**config.mk**
```make
export PLATFORM = sky130hd
export DESIGN_NAME = uart_rx_buffer_flat
export DESIGN_NICKNAME = d
export VERILOG_FILES = /design/src/rtl/uart_rx_buffer_pkg.sv /design/src/rtl/uart_rx_buffer_if.sv /design/src/rtl/uart_rx_buffer_fifo.sv /design/src/rtl/uart_rx_buffer.sv /design/src/flat_wrapper.sv
export SDC_FILE = /design/constraint.sdc
export NUM_CORES = 1
export LEC_CHECK = 0
export CORE_UTILIZATION = 45
export DETAILED_ROUTE_END_ITERATION = 6
export PLACE_DENSITY = 0.62
export SLEW_MARGIN = 20
export SYNTH_ARGS = -nofsm -noshare
export SYNTH_HDL_FRONTEND = slang
export SYNTH_SLANG_ARGS = --single-unit
```
**constraint.sdc**
```tcl
create_clock -name wb_clk_i -period 3.8 [get_ports wb_clk_i]
set_input_delay 0.76 -clock wb_clk_i [delete_from_list [all_inputs] [get_ports wb_clk_i]]
set_output_delay 0.76 -clock wb_clk_i [all_outputs]
set_load 0.005 [all_outputs]
```
**src/rtl/uart_rx_buffer_pkg.sv**
```systemverilog
// Shared types for the UART receive path: data width, receiver FSM states, parity helper.
package uart_pkg;

    localparam int unsigned DATA_W = 8;

    typedef enum logic [2:0] {
        RX_IDLE,
        RX_START,
        RX_DATA,
        RX_PARITY,
        RX_STOP
    } rx_state_e;

    // Even-parity bit: the value that makes the total count of ones even.
    function automatic logic even_parity(input logic [DATA_W-1:0] d);
        return ^d;
    endfunction

endpackage

```
**src/rtl/uart_rx_buffer_if.sv**
```systemverilog
// Firmware-side bundle of the UART receiver: serial input, FIFO read port, status and sticky errors.
interface uart_rx_buffer_if #(
    parameter int unsigned FIFO_DEPTH = 8
) ();
    localparam int unsigned LVL_W = $clog2(FIFO_DEPTH) + 1;

    logic                       rx_i;
    logic                       rd_en_i;
    logic                       clr_err_i;
    logic [uart_pkg::DATA_W-1:0] rd_data_o;
    logic                       rx_valid_o;
    logic                       fifo_full_o;
    logic [LVL_W-1:0]           level_o;
    logic                       frame_err_o;
    logic                       overrun_o;
    logic                       parity_err_o;

    modport slave (
        input  rx_i, rd_en_i, clr_err_i,
        output rd_data_o, rx_valid_o, fifo_full_o, level_o,
               frame_err_o, overrun_o, parity_err_o
    );

    modport master (
        output rx_i, rd_en_i, clr_err_i,
        input  rd_data_o, rx_valid_o, fifo_full_o, level_o,
               frame_err_o, overrun_o, parity_err_o
    );
endinterface

```
**src/rtl/uart_rx_buffer_fifo.sv**
```systemverilog
// Synchronous first-word-fall-through byte FIFO; occupancy tracked by a level counter.
module uart_rx_fifo
    import uart_pkg::*;
#(
    parameter int unsigned DEPTH = 8
) (
    input  logic                           clk_i,
    input  logic                           rst_i,
    input  logic                           push_i,
    input  logic                           pop_i,
    input  logic [DATA_W-1:0]              data_i,
    output logic [DATA_W-1:0]              data_o,
    output logic [$clog2(DEPTH):0]         level_o,
    output logic                           full_o,
    output logic                           empty_o
);
    localparam int unsigned PTR_W = $clog2(DEPTH);

    logic [DATA_W-1:0] mem_q [DEPTH];
    logic [PTR_W-1:0]  wr_ptr_q, wr_ptr_d;
    logic [PTR_W-1:0]  rd_ptr_q, rd_ptr_d;
    logic [PTR_W:0]    level_q, level_d;
    logic              pop_ok, push_ok;

    assign empty_o = (level_q == '0);
    assign full_o  = (level_q == (PTR_W+1)'(DEPTH));
    assign level_o = level_q;
    assign data_o  = empty_o ? '0 : mem_q[rd_ptr_q];

    // A pop in the same cycle frees the slot, so a full FIFO still accepts the push.
    assign pop_ok  = pop_i && !empty_o;
    assign push_ok = push_i && (!full_o || pop_ok);

    always_comb begin
        wr_ptr_d = wr_ptr_q;
        rd_ptr_d = rd_ptr_q;
        level_d  = level_q;
        if (push_ok) wr_ptr_d = wr_ptr_q + 1'b1;
        if (pop_ok)  rd_ptr_d = rd_ptr_q + 1'b1;
        if (push_ok && !pop_ok)      level_d = level_q + 1'b1;
        else if (pop_ok && !push_ok) level_d = level_q - 1'b1;
    end

    always_ff @(posedge clk_i) begin
        if (rst_i) begin
            wr_ptr_q <= '0;
            rd_ptr_q <= '0;
            level_q  <= '0;
        end else begin
            wr_ptr_q <= wr_ptr_d;
            rd_ptr_q <= rd_ptr_d;
            level_q  <= level_d;
        end
    end

    always_ff @(posedge clk_i) begin
        if (push_ok) mem_q[wr_ptr_q] <= data_i;
    end
endmodule

```
**src/rtl/uart_rx_buffer.sv**
```systemverilog
// UART 8N1 receiver feeding a byte FIFO, with sticky framing/overrun/parity flags.
// Define RX_PARITY_EN for 8E1 frames with parity checking.
module uart_rx_buffer
    import uart_pkg::*;
#(
    parameter int unsigned CLKS_PER_BIT = 434,
    parameter int unsigned FIFO_DEPTH   = 8
) (
    input  logic            wb_clk_i,
    input  logic            wb_rst_i,
    uart_rx_buffer_if.slave bus
);
    localparam int unsigned CNT_W = $clog2(CLKS_PER_BIT);
    localparam logic [CNT_W-1:0] CNT_FULL = CNT_W'(CLKS_PER_BIT - 1);
    localparam logic [CNT_W-1:0] CNT_HALF = CNT_W'(CLKS_PER_BIT / 2 - 1);

    logic              rx_meta_q, rx_s_q, rx_prev_q;
    rx_state_e         state_q, state_d;
    logic [CNT_W-1:0]  cnt_q, cnt_d;
    logic [2:0]        bit_q, bit_d;
    logic [DATA_W-1:0] shift_q, shift_d;
    logic              frame_err_q, frame_err_d;
    logic              overrun_q, overrun_d;
    logic              push, frame_set;
    logic              fifo_full, fifo_empty;
`ifdef RX_PARITY_EN
    logic              parity_err_q, parity_err_d;
    logic              par_set;
`endif

    always_comb begin
        state_d   = state_q;
        cnt_d     = cnt_q;
        bit_d     = bit_q;
        shift_d   = shift_q;
        push      = 1'b0;
        frame_set = 1'b0;
`ifdef RX_PARITY_EN
        par_set   = 1'b0;
`endif
        if (state_q != RX_IDLE && cnt_q != '0) cnt_d = cnt_q - 1'b1;
        case (state_q)
            RX_IDLE: begin
                if (rx_prev_q && !rx_s_q) begin
                    state_d = RX_START;
                    cnt_d   = CNT_HALF;
                end
            end
            RX_START: begin
                if (cnt_q == '0) begin
                    state_d = rx_s_q ? RX_IDLE : RX_DATA;
                    cnt_d   = CNT_FULL;
                    bit_d   = '0;
                end
            end
            RX_DATA: begin
                if (cnt_q == '0) begin
                    shift_d = {rx_s_q, shift_q[DATA_W-1:1]};
                    cnt_d   = CNT_FULL;
                    bit_d   = bit_q + 1'b1;
                    if (bit_q == 3'd7) begin
`ifdef RX_PARITY_EN
                        state_d = RX_PARITY;
`else
                        state_d = RX_STOP;
`endif
                    end
                end
            end
`ifdef RX_PARITY_EN
            RX_PARITY: begin
                if (cnt_q == '0) begin
                    par_set = (rx_s_q != even_parity(shift_q));
                    cnt_d   = CNT_FULL;
                    state_d = RX_STOP;
                end
            end
`endif
            RX_STOP: begin
                if (cnt_q == '0) begin
                    push      = rx_s_q;
                    frame_set = !rx_s_q;
                    state_d   = RX_IDLE;
                end
            end
            default: state_d = RX_IDLE;
        endcase

        // A new error in the clear cycle keeps the flag set.
        frame_err_d = frame_set | (frame_err_q & ~bus.clr_err_i);
        overrun_d   = (push & fifo_full & ~bus.rd_en_i) | (overrun_q & ~bus.clr_err_i);
`ifdef RX_PARITY_EN
        parity_err_d = par_set | (parity_err_q & ~bus.clr_err_i);
`endif
    end

    always_ff @(posedge wb_clk_i) begin
        if (wb_rst_i) begin
            rx_meta_q   <= 1'b1;
            rx_s_q      <= 1'b1;
            rx_prev_q   <= 1'b1;
            state_q     <= RX_IDLE;
            cnt_q       <= '0;
            bit_q       <= '0;
            shift_q     <= '0;
            frame_err_q <= 1'b0;
            overrun_q   <= 1'b0;
        end else begin
            rx_meta_q   <= bus.rx_i;
            rx_s_q      <= rx_meta_q;
            rx_prev_q   <= rx_s_q;
            state_q     <= state_d;
            cnt_q       <= cnt_d;
            bit_q       <= bit_d;
            shift_q     <= shift_d;
            frame_err_q <= frame_err_d;
            overrun_q   <= overrun_d;
        end
    end

`ifdef RX_PARITY_EN
    always_ff @(posedge wb_clk_i) begin
        if (wb_rst_i) parity_err_q <= 1'b0;
        else          parity_err_q <= parity_err_d;
    end
    assign bus.parity_err_o = parity_err_q;
`else
    assign bus.parity_err_o = 1'b0;
`endif

    assign bus.frame_err_o = frame_err_q;
    assign bus.overrun_o   = overrun_q;
    assign bus.fifo_full_o = fifo_full;
    assign bus.rx_valid_o  = !fifo_empty;

    uart_rx_fifo #(
        .DEPTH (FIFO_DEPTH)
    ) u_fifo (
        .clk_i   (wb_clk_i),
        .rst_i   (wb_rst_i),
        .push_i  (push),
        .pop_i   (bus.rd_en_i),
        .data_i  (shift_q),
        .data_o  (bus.rd_data_o),
        .level_o (bus.level_o),
        .full_o  (fifo_full),
        .empty_o (fifo_empty)
    );
endmodule

```
**src/flat_wrapper.sv**
```systemverilog
// flat-port wrapper written by rule: the top's interface ports become plain ports
module uart_rx_buffer_flat import uart_pkg::*;
#(
    parameter int unsigned CLKS_PER_BIT = 434,
    parameter int unsigned FIFO_DEPTH   = 8
)
  (wb_clk_i, wb_rst_i, bus_rx_i, bus_rd_en_i, bus_clr_err_i, bus_rd_data_o, bus_rx_valid_o, bus_fifo_full_o, bus_level_o, bus_frame_err_o, bus_overrun_o, bus_parity_err_o);
  uart_rx_buffer_if #(.FIFO_DEPTH(FIFO_DEPTH)) bus_i ();
  input  logic wb_clk_i;
  input  logic wb_rst_i;
  input wire logic [$bits(bus_i.rx_i)-1:0] bus_rx_i;
  input wire logic [$bits(bus_i.rd_en_i)-1:0] bus_rd_en_i;
  input wire logic [$bits(bus_i.clr_err_i)-1:0] bus_clr_err_i;
  output wire logic [$bits(bus_i.rd_data_o)-1:0] bus_rd_data_o;
  output wire logic [$bits(bus_i.rx_valid_o)-1:0] bus_rx_valid_o;
  output wire logic [$bits(bus_i.fifo_full_o)-1:0] bus_fifo_full_o;
  output wire logic [$bits(bus_i.level_o)-1:0] bus_level_o;
  output wire logic [$bits(bus_i.frame_err_o)-1:0] bus_frame_err_o;
  output wire logic [$bits(bus_i.overrun_o)-1:0] bus_overrun_o;
  output wire logic [$bits(bus_i.parity_err_o)-1:0] bus_parity_err_o;
  assign bus_i.rx_i = bus_rx_i;
  assign bus_i.rd_en_i = bus_rd_en_i;
  assign bus_i.clr_err_i = bus_clr_err_i;
  assign bus_rd_data_o = bus_i.rd_data_o;
  assign bus_rx_valid_o = bus_i.rx_valid_o;
  assign bus_fifo_full_o = bus_i.fifo_full_o;
  assign bus_level_o = bus_i.level_o;
  assign bus_frame_err_o = bus_i.frame_err_o;
  assign bus_overrun_o = bus_i.overrun_o;
  assign bus_parity_err_o = bus_i.parity_err_o;
  uart_rx_buffer #(.CLKS_PER_BIT(CLKS_PER_BIT), .FIFO_DEPTH(FIFO_DEPTH)) u_core (.wb_clk_i(wb_clk_i), .wb_rst_i(wb_rst_i), .bus(bus_i));
endmodule
```
; After elaboration in Yosys (flattened, before gate mapping)
; Memory sizes are Yosys's and may differ from the RTL's. A register that Yosys moved wholly into a read port is not among the register bits.
; Cells that the tools add are included.
[word_totals]
register_bits = 38
ramBits = 64
inputBits = 5
output_inout_bits = 17
memories = 1
[mem_list]
columns = name, depth, word_bits, rd, rd_ports_with_merged_regs, wr, line_no
row1 = u_core.u_fifo.mem_q, 8, 8, 1, 1, 1, uart_rx_buffer_fifo.sv:19  ; logic [DATA_W-1:0] mem_q [DEPTH];
[op_classes]
add_sub_neg = 6
eq_ne = 10
muxes = 24
bitwise = 8
reduce_logical = 23
[op_table]
columns = op, count
row1 = 9-bit 2-to-1 mux, 3
row2 = 3-bit 2-to-1 mux, 8
row3 = 9-bit one-hot mux with 2 select lines, 1
row4 = 3-bit one-hot mux with 4 select lines, 1
row5 = 2-bit by 1-bit inequality test with 1-bit output (second input constant), 5
row6 = 3-bit by 1-bit adder with 3-bit output (second input constant), 3
row7 = 9-bit logical NOT, 1
row8 = 9-bit nonzero test, 1
row9 = 9-bit by 1-bit subtractor with 9-bit output (second input constant), 1
row10 = 4-bit 2-to-1 mux, 2
row11 = 8-bit 2-to-1 mux, 1
row12 = 3-bit equality test (second input constant), 2
row13 = 1-bit logical AND, 6
row14 = 1-bit 2-to-1 mux, 6
row15 = 3-bit one-hot mux with 2 select lines, 1
row16 = 1-bit logical NOT, 5
row17 = 5-bit AND reduction, 1
row18 = 4-bit by 1-bit adder with 4-bit output (second input constant), 1
row19 = 1-bit AND, 4
row20 = 4-bit equality test (second input constant), 1
row21 = 4-bit logical NOT, 1
row22 = 2-bit nonzero test, 2
row23 = 4-bit by 1-bit subtractor with 4-bit output (second input constant), 1
row24 = 3-bit by 1-bit equality test with 1-bit output (second input constant), 1
row25 = other kinds (10), 12

; Longest topological paths before layout
[depth]
ltp_word = 9
ltp_mapped = 12
ltp_nobuf = 12

; Cells and area by module
; A second synthesis with hierarchy kept.
[unflattened]
cells_unflattened = 324
area_unflattened_um2 = 4464.3
[by_module_without_submodules]
columns = module, n_inst, cells_per_inst, area_per_inst_um2, seq_area_each_um2
row1 = uart_rx_fifo, 1, 174, 3093.0, 2182.1
row2 = uart_rx_buffer, 1, 150, 1371.3, 560.5

; Worst setup path before layout
; OpenSTA, ideal clock, no wires.
[synth_timing]
kind = register to register
startpoint = register u_core.u_fifo.level_q[0] (netlist: u_core.u_fifo.level_o[0])
endpoint = register u_core.u_fifo.level_q[3] (netlist: u_core.u_fifo.level_o[3])
t_arrival_ns = 2.769
required_ns = 3.679
setup_slack_ns = 0.910
stages_incl_launch_ff = 11
period_less_slack_ns = 2.890
cell_sequence = dfxtp_1 -> or4b_1 -> o2111ai_1 -> inv_1 -> ha_1 -> inv_1 -> ha_1 -> a21o_1 -> a21oi_1 -> mux2i_1 -> mux2_2
[synth_via]
elab_chain_cells = 8
elab_cells_between_ends = 16
classes_between = add/sub (2) / eq/ne (1) / mux (2) / reduce/logical (11)
[synth_rtl]
columns = element, line_no
row1 = start: declaration, uart_rx_buffer_fifo.sv:22  ; logic [PTR_W:0] level_q, level_d;
row2 = start signal: assignment, uart_rx_buffer_fifo.sv:52  ; level_q <= level_d;
row3 = 4-bit logical NOT, uart_rx_buffer_fifo.sv:25  ; assign empty_o = (level_q == '0);
row4 = 1-bit logical NOT, uart_rx_buffer_fifo.sv:31  ; assign pop_ok = pop_i && !empty_o;
row5 = 1-bit logical AND, uart_rx_buffer_fifo.sv:31
row6 = 1-bit logical OR *, uart_rx_buffer_fifo.sv:32  ; assign push_ok = push_i && (!full_o || pop_ok);
row7 = 1-bit logical AND *, uart_rx_buffer_fifo.sv:32
row8 = via u_core.u_fifo.push_ok, uart_rx_buffer_fifo.sv:23  ; logic pop_ok, push_ok;
row9 = 1-bit logical NOT, uart_rx_buffer_fifo.sv:41  ; else if (pop_ok && !push_ok) level_d = level_q - 1'b1;
row10 = 1-bit logical AND, uart_rx_buffer_fifo.sv:41
row11 = 2-bit nonzero test (no source line), -
; Mark *: on every way through the listed nets, which the timed path passes. The rest lies on a longest branch. The select of a mux whose other input is x is not followed.
; A chain may end at the register's enable or synchronous reset.

; Worst setup path in the final report
[layout_timing]
startpoint = register u_core.cnt_q[0]
endpoint = register u_core.u_fifo.level_q[3] (netlist: u_core.u_fifo.level_o[3])
[layout_via]
elab_chain_cells = 7
elab_cells_between_ends = 9
classes_between = mux (3) / reduce/logical (6)
[layout_rtl]
columns = element, line_no
row1 = start: declaration, uart_rx_buffer.sv:19  ; logic [CNT_W-1:0] cnt_q, cnt_d;
row2 = start signal: assignment, uart_rx_buffer.sv:113  ; cnt_q <= cnt_d;
row3 = 9-bit logical NOT *, uart_rx_buffer.sv:80  ; if (cnt_q == '0) begin
row4 = 1-bit 2-to-1 mux *, uart_rx_buffer.sv:80
row5 = 1-bit 2-to-1 mux *, uart_rx_buffer.sv:42  ; case (state_q)
row6 = 1-bit logical AND *, uart_rx_buffer_fifo.sv:32
row7 = via u_core.u_fifo.push_ok, uart_rx_buffer_fifo.sv:23
row8 = 1-bit logical NOT, uart_rx_buffer_fifo.sv:41
row9 = 1-bit logical AND, uart_rx_buffer_fifo.sv:41
row10 = 2-bit nonzero test (no source line), -
; Mark *: on every way through the listed nets, which the timed path passes. The rest lies on a longest branch.

==> key figures <==
Status
  – Status: completed

Floorplan
  – Die height: 102 um
  – Row cnt: 36
  – Initial Util: 0.461
  – Top Ports: 22
  – Core Area: 0.00973 mm2
  – DIE WIDTH: 102 um
  – Die area: 0.0104 mm2

Power and ir drop
  – Power share of the clock group: 0.261
  – Combinational share of power: 0.241
  – Static Leak: 1.72 nW
  – Part of the power in registers: 0.497
  – Net Sw Power: 0.723 mW
  – Sw frac: 0.284
  – Total power divided by cell area: 503 mW/mm2
  – VDD IR-drop max: 0.000243 V
  – Cell internal pwr: 1.83 mW

Clock network
  – Setup Buffers After CTS: 0
  – H-tree levels: 3
  – Hold_buf cts: 0
  – # clock sinks: 105
  – Post-CTS resize count: 0
  – Clock Tree Root: clkbuf_8
  – Inserted Clock Buffers: 9
  – CTS Buffer Depth: 2
  – Clk_lat worst skew: 0.36 ns
  – CTS clk-pin slew, worst paths: 0.11 ns
  – CTS tree: done

Timing
  – Fin crit share: 0.859
  – Fmax achieved: 306 MHz
  – Setup ws final: 0.536 ns
  – Max_slew headroom: 0.404
  – Skew final: 0.0152 ns
  – Final Max Slew Viols: 0
  – Slew @ Worst Pin: 0.891 ns
  – Setup TNS: 0 ns
  – Hold Fails Final Rpt: 0
  – RSZ-0062 raised after global routing: no
  – Fin crit period: 3.26 ns
  – # setup viols final: 0

Hold path
  – Hold path startpoint: u_core.rx_meta_q
  – Worst Hold Class: register to register
  – Hold Path End: u_core.rx_s_q
  – Hold path depth: 1

Synthesis
  – Number of flops mapped to enable cells by yosys: 64
  – Synth cell count leaders: edfxtp_1, dfxtp_1, nor2_1
  – Syn nets: 361
  – Yosys top cell by area: edfxtp_1
  – Ys Warns: 0
  – Post-synthesis cell count: 346
  – Mapped Area: 0.00448 mm2
  – Main area contributors after synthesis: edfxtp_1, dfxtp_1, mux4_2, nor2_1, mux2i_1
  – Yosys cell types: 51
  – FFs w/ async S/R, synth: 0
  – Top_reg_cell synth: edfxtp_1
  – Register area share after synthesis: 0.612
  – Most common cell in the netlist: edfxtp_1
  – Mean post-synth cell area: 13.0 um2
  – Top cell type's share of synthesized area: 0.429
  – Yosys reg bits: 105

Global routing
  – First-pass GRT wire length: 13,200 um
  – Gr ovfl total: 0
  – Antenna violations before repair: 0
  – Largest net degree at the start of global routing: 26
  – Overall Global Routing Usage: 0.171
  – Vias in the first global route: 2,545

Setup path
  – Reg2Reg Depth: 12
  – Crit-path max FO: 5
  – Crit Reg-Reg Endpoint: u_core.u_fifo.level_o[3]
  – Crit path arrival time: 3.53 ns
  – Reg2reg start: u_core.cnt_q[0]
  – Crit Path Class: register to register
  – Crit start category: register
  – Worst setup EP type: register
  – Worst path required time: 4.06 ns
  – R2R Setup Slk: 0.54 ns
  – Launch point of the worst path: u_core.cnt_q[0]

Drt
  – Via density: 5.26
  – 1st-pass router iterations: 4
  – Iter 0 DRT Violations: 115
  – Post-DR wirelength/cell: 15.8 um
  – Final wirelength: 8090 um
  – Antenna Nets Post-Route: 0
  – Via count: 2,688
  – Drt drc: 0

Placement
  – Global placer's final weighted congestion: 0.811
  – Place WS: 0.422 ns
  – DP Wirelength: 5380 um
  – PortBufs: 20

Finish
  – N_diodes: 0
  – Filler cells: 864
  – Final net count: 388
  – Final Util: 0.521
  – Synth-to-Final Area Change: 12.9%
  – Share of cells above drive strength 1: 0.167

Run
  – Max Cap Violations: 0
==> critical path, cell delays in order, from the launching register on <==
cell	delay, ns
dfxtp_1	0.33
inv_1	0.09
ha_1	0.21
nor4b_1	0.56
o2111ai_1	0.29
inv_1	0.21
ha_1	0.20
inv_1	0.09
ha_1	0.28
a21o_1	0.18
a21oi_1	0.16
mux2i_1	0.21
mux2_2	0.34
==> area by class of cell <==
type | count | area [um2] | area share
Sequential cell | 105 | 2740 | 0.542
Multi-Input combinational cell | 214 | 1630 | 0.321
Timing Repair Buffer | 33 | 298 | 0.0588
Tap cell | 133 | 166 | 0.0329
Clock buffer | 9 | 124 | 0.0245
Clock inverter | 7 | 71.3 | 0.0141
Inverter | 10 | 37.5 | 0.00741
==> cells by family after synthesis <==
kind of cell,after synthesis,share of synthesized area
xor gates and xnor gates,6,0.0117
buffers and inverters,27,0.0259
AOI/OAI and AO/OA,42,0.0583
other,1,0.000836
adders and majority gates,10,0.0296
muxes,31,0.114
DFF,105,0.612
and+or+nand+nor,124,0.148
==> metal layers <==
layer  vias up  share of wire  global-route usage
met3         9          0.028              0.0342
met4         0          0.012              0.0505
li1       1332              -                   -
met1      1306           0.49               0.234
met5         -              0                   0
met2        41           0.47               0.278
==> worst max-delay path by stage <==
| stage | endpoint | cells after the start |
|---|---|---|
| finish | u_core.u_fifo.level_o[3] | 12 |
| global route | u_core.u_fifo.level_o[3] | 12 |
| CTS | u_core.u_fifo.level_o[3] | 12 |
| detailed placement | u_core.u_fifo.level_o[3] | 10 |
| global placement | u_core.u_fifo.level_o[3] | 10 |
| floorplan | u_core.u_fifo.level_o[3] | 10 |
==> layout by cell type (no fill, tap or decap), types with 2 or more instances in the layout <==
cell type        instances
buf_4                   13
mux2i_1                 13
or3_1                    4
nand3_1                  6
dfxtp_1                 41
and3_1                   2
or2_2                    4
edfxtp_1                64
mux4_2                  16
nand2b_1                 7
a211oi_1                 3
a21oi_1                 23
ha_1                     9
nor4_1                   3
nor3_1                   7
clkbuf_8                 9
or4_4                    2
nor2_1                  36
nand2_1                 33
o31a_1                   2
a31oi_1                  2
o211a_1                  2
mux2_2                   2
clkinv_4                 3
inv_6                    2
o2111ai_1                2
xnor2_1                  3
xor2_1                   3
nor4_2                   3
inv_1                   10
clkdlybuf4s50_1         20
o21ai_0                  4
nor3b_1                  2
nor2b_1                  4
==> registers in the layout, indices dropped and copies added (netlist names), named ones only <==
| signal | cells |
|---|---|
| u_core.rx_prev_q | 1 |
| u_core.u_fifo.rd_ptr_q | 3 |
| u_core.cnt_q | 9 |
| u_core.shift_q | 8 |
| u_core.bit_q | 3 |
| u_core.rx_meta_q | 1 |
| u_core.u_fifo.wr_ptr_q | 3 |
| u_core.u_fifo.mem_q | 64 |
| u_core.u_fifo.level_o | 4 |
| u_core.rx_s_q | 1 |
| u_core.state_q | 3 |
| u_core.bus.frame_err_o | 1 |
| u_core.bus.overrun_o | 1 |
==> through the flow <==
| step | total power, mW | hold slack, ns | cell area, um2 | instances |
|---|---|---|---|---|
| 2_1_floorplan | 1.67 | 0.389 | 4480 | 346 |
| 6_report | 2.55 | 0.425 | 5060 | 511 |
| 5_1_grt | 2.69 | 0.467 | 5060 | 511 |
| 3_3_place_gp | 1.91 | 0.397 | 4870 | 495 |
| 3_5_place_dp | 1.92 | 0.403 | 4870 | 495 |
| 4_1_cts | 2.58 | 0.428 | 5060 | 511 |
==> power groups by stage <==
| stage | Clock, mW | Combinational (mW) | Sequential (mW) |
|---|---|---|---|
| floorplan | 0 | 0.384 | 1.29 |
| global placement | 0 | 0.620 | 1.29 |
| detailed placement | 0 | 0.623 | 1.29 |
| CTS | 0.688 | 0.625 | 1.27 |
| global route | 0.728 | 0.683 | 1.28 |
| finish | 0.666 | 0.616 | 1.27 |
No activity file was read; power rests on OpenSTA's default activity.
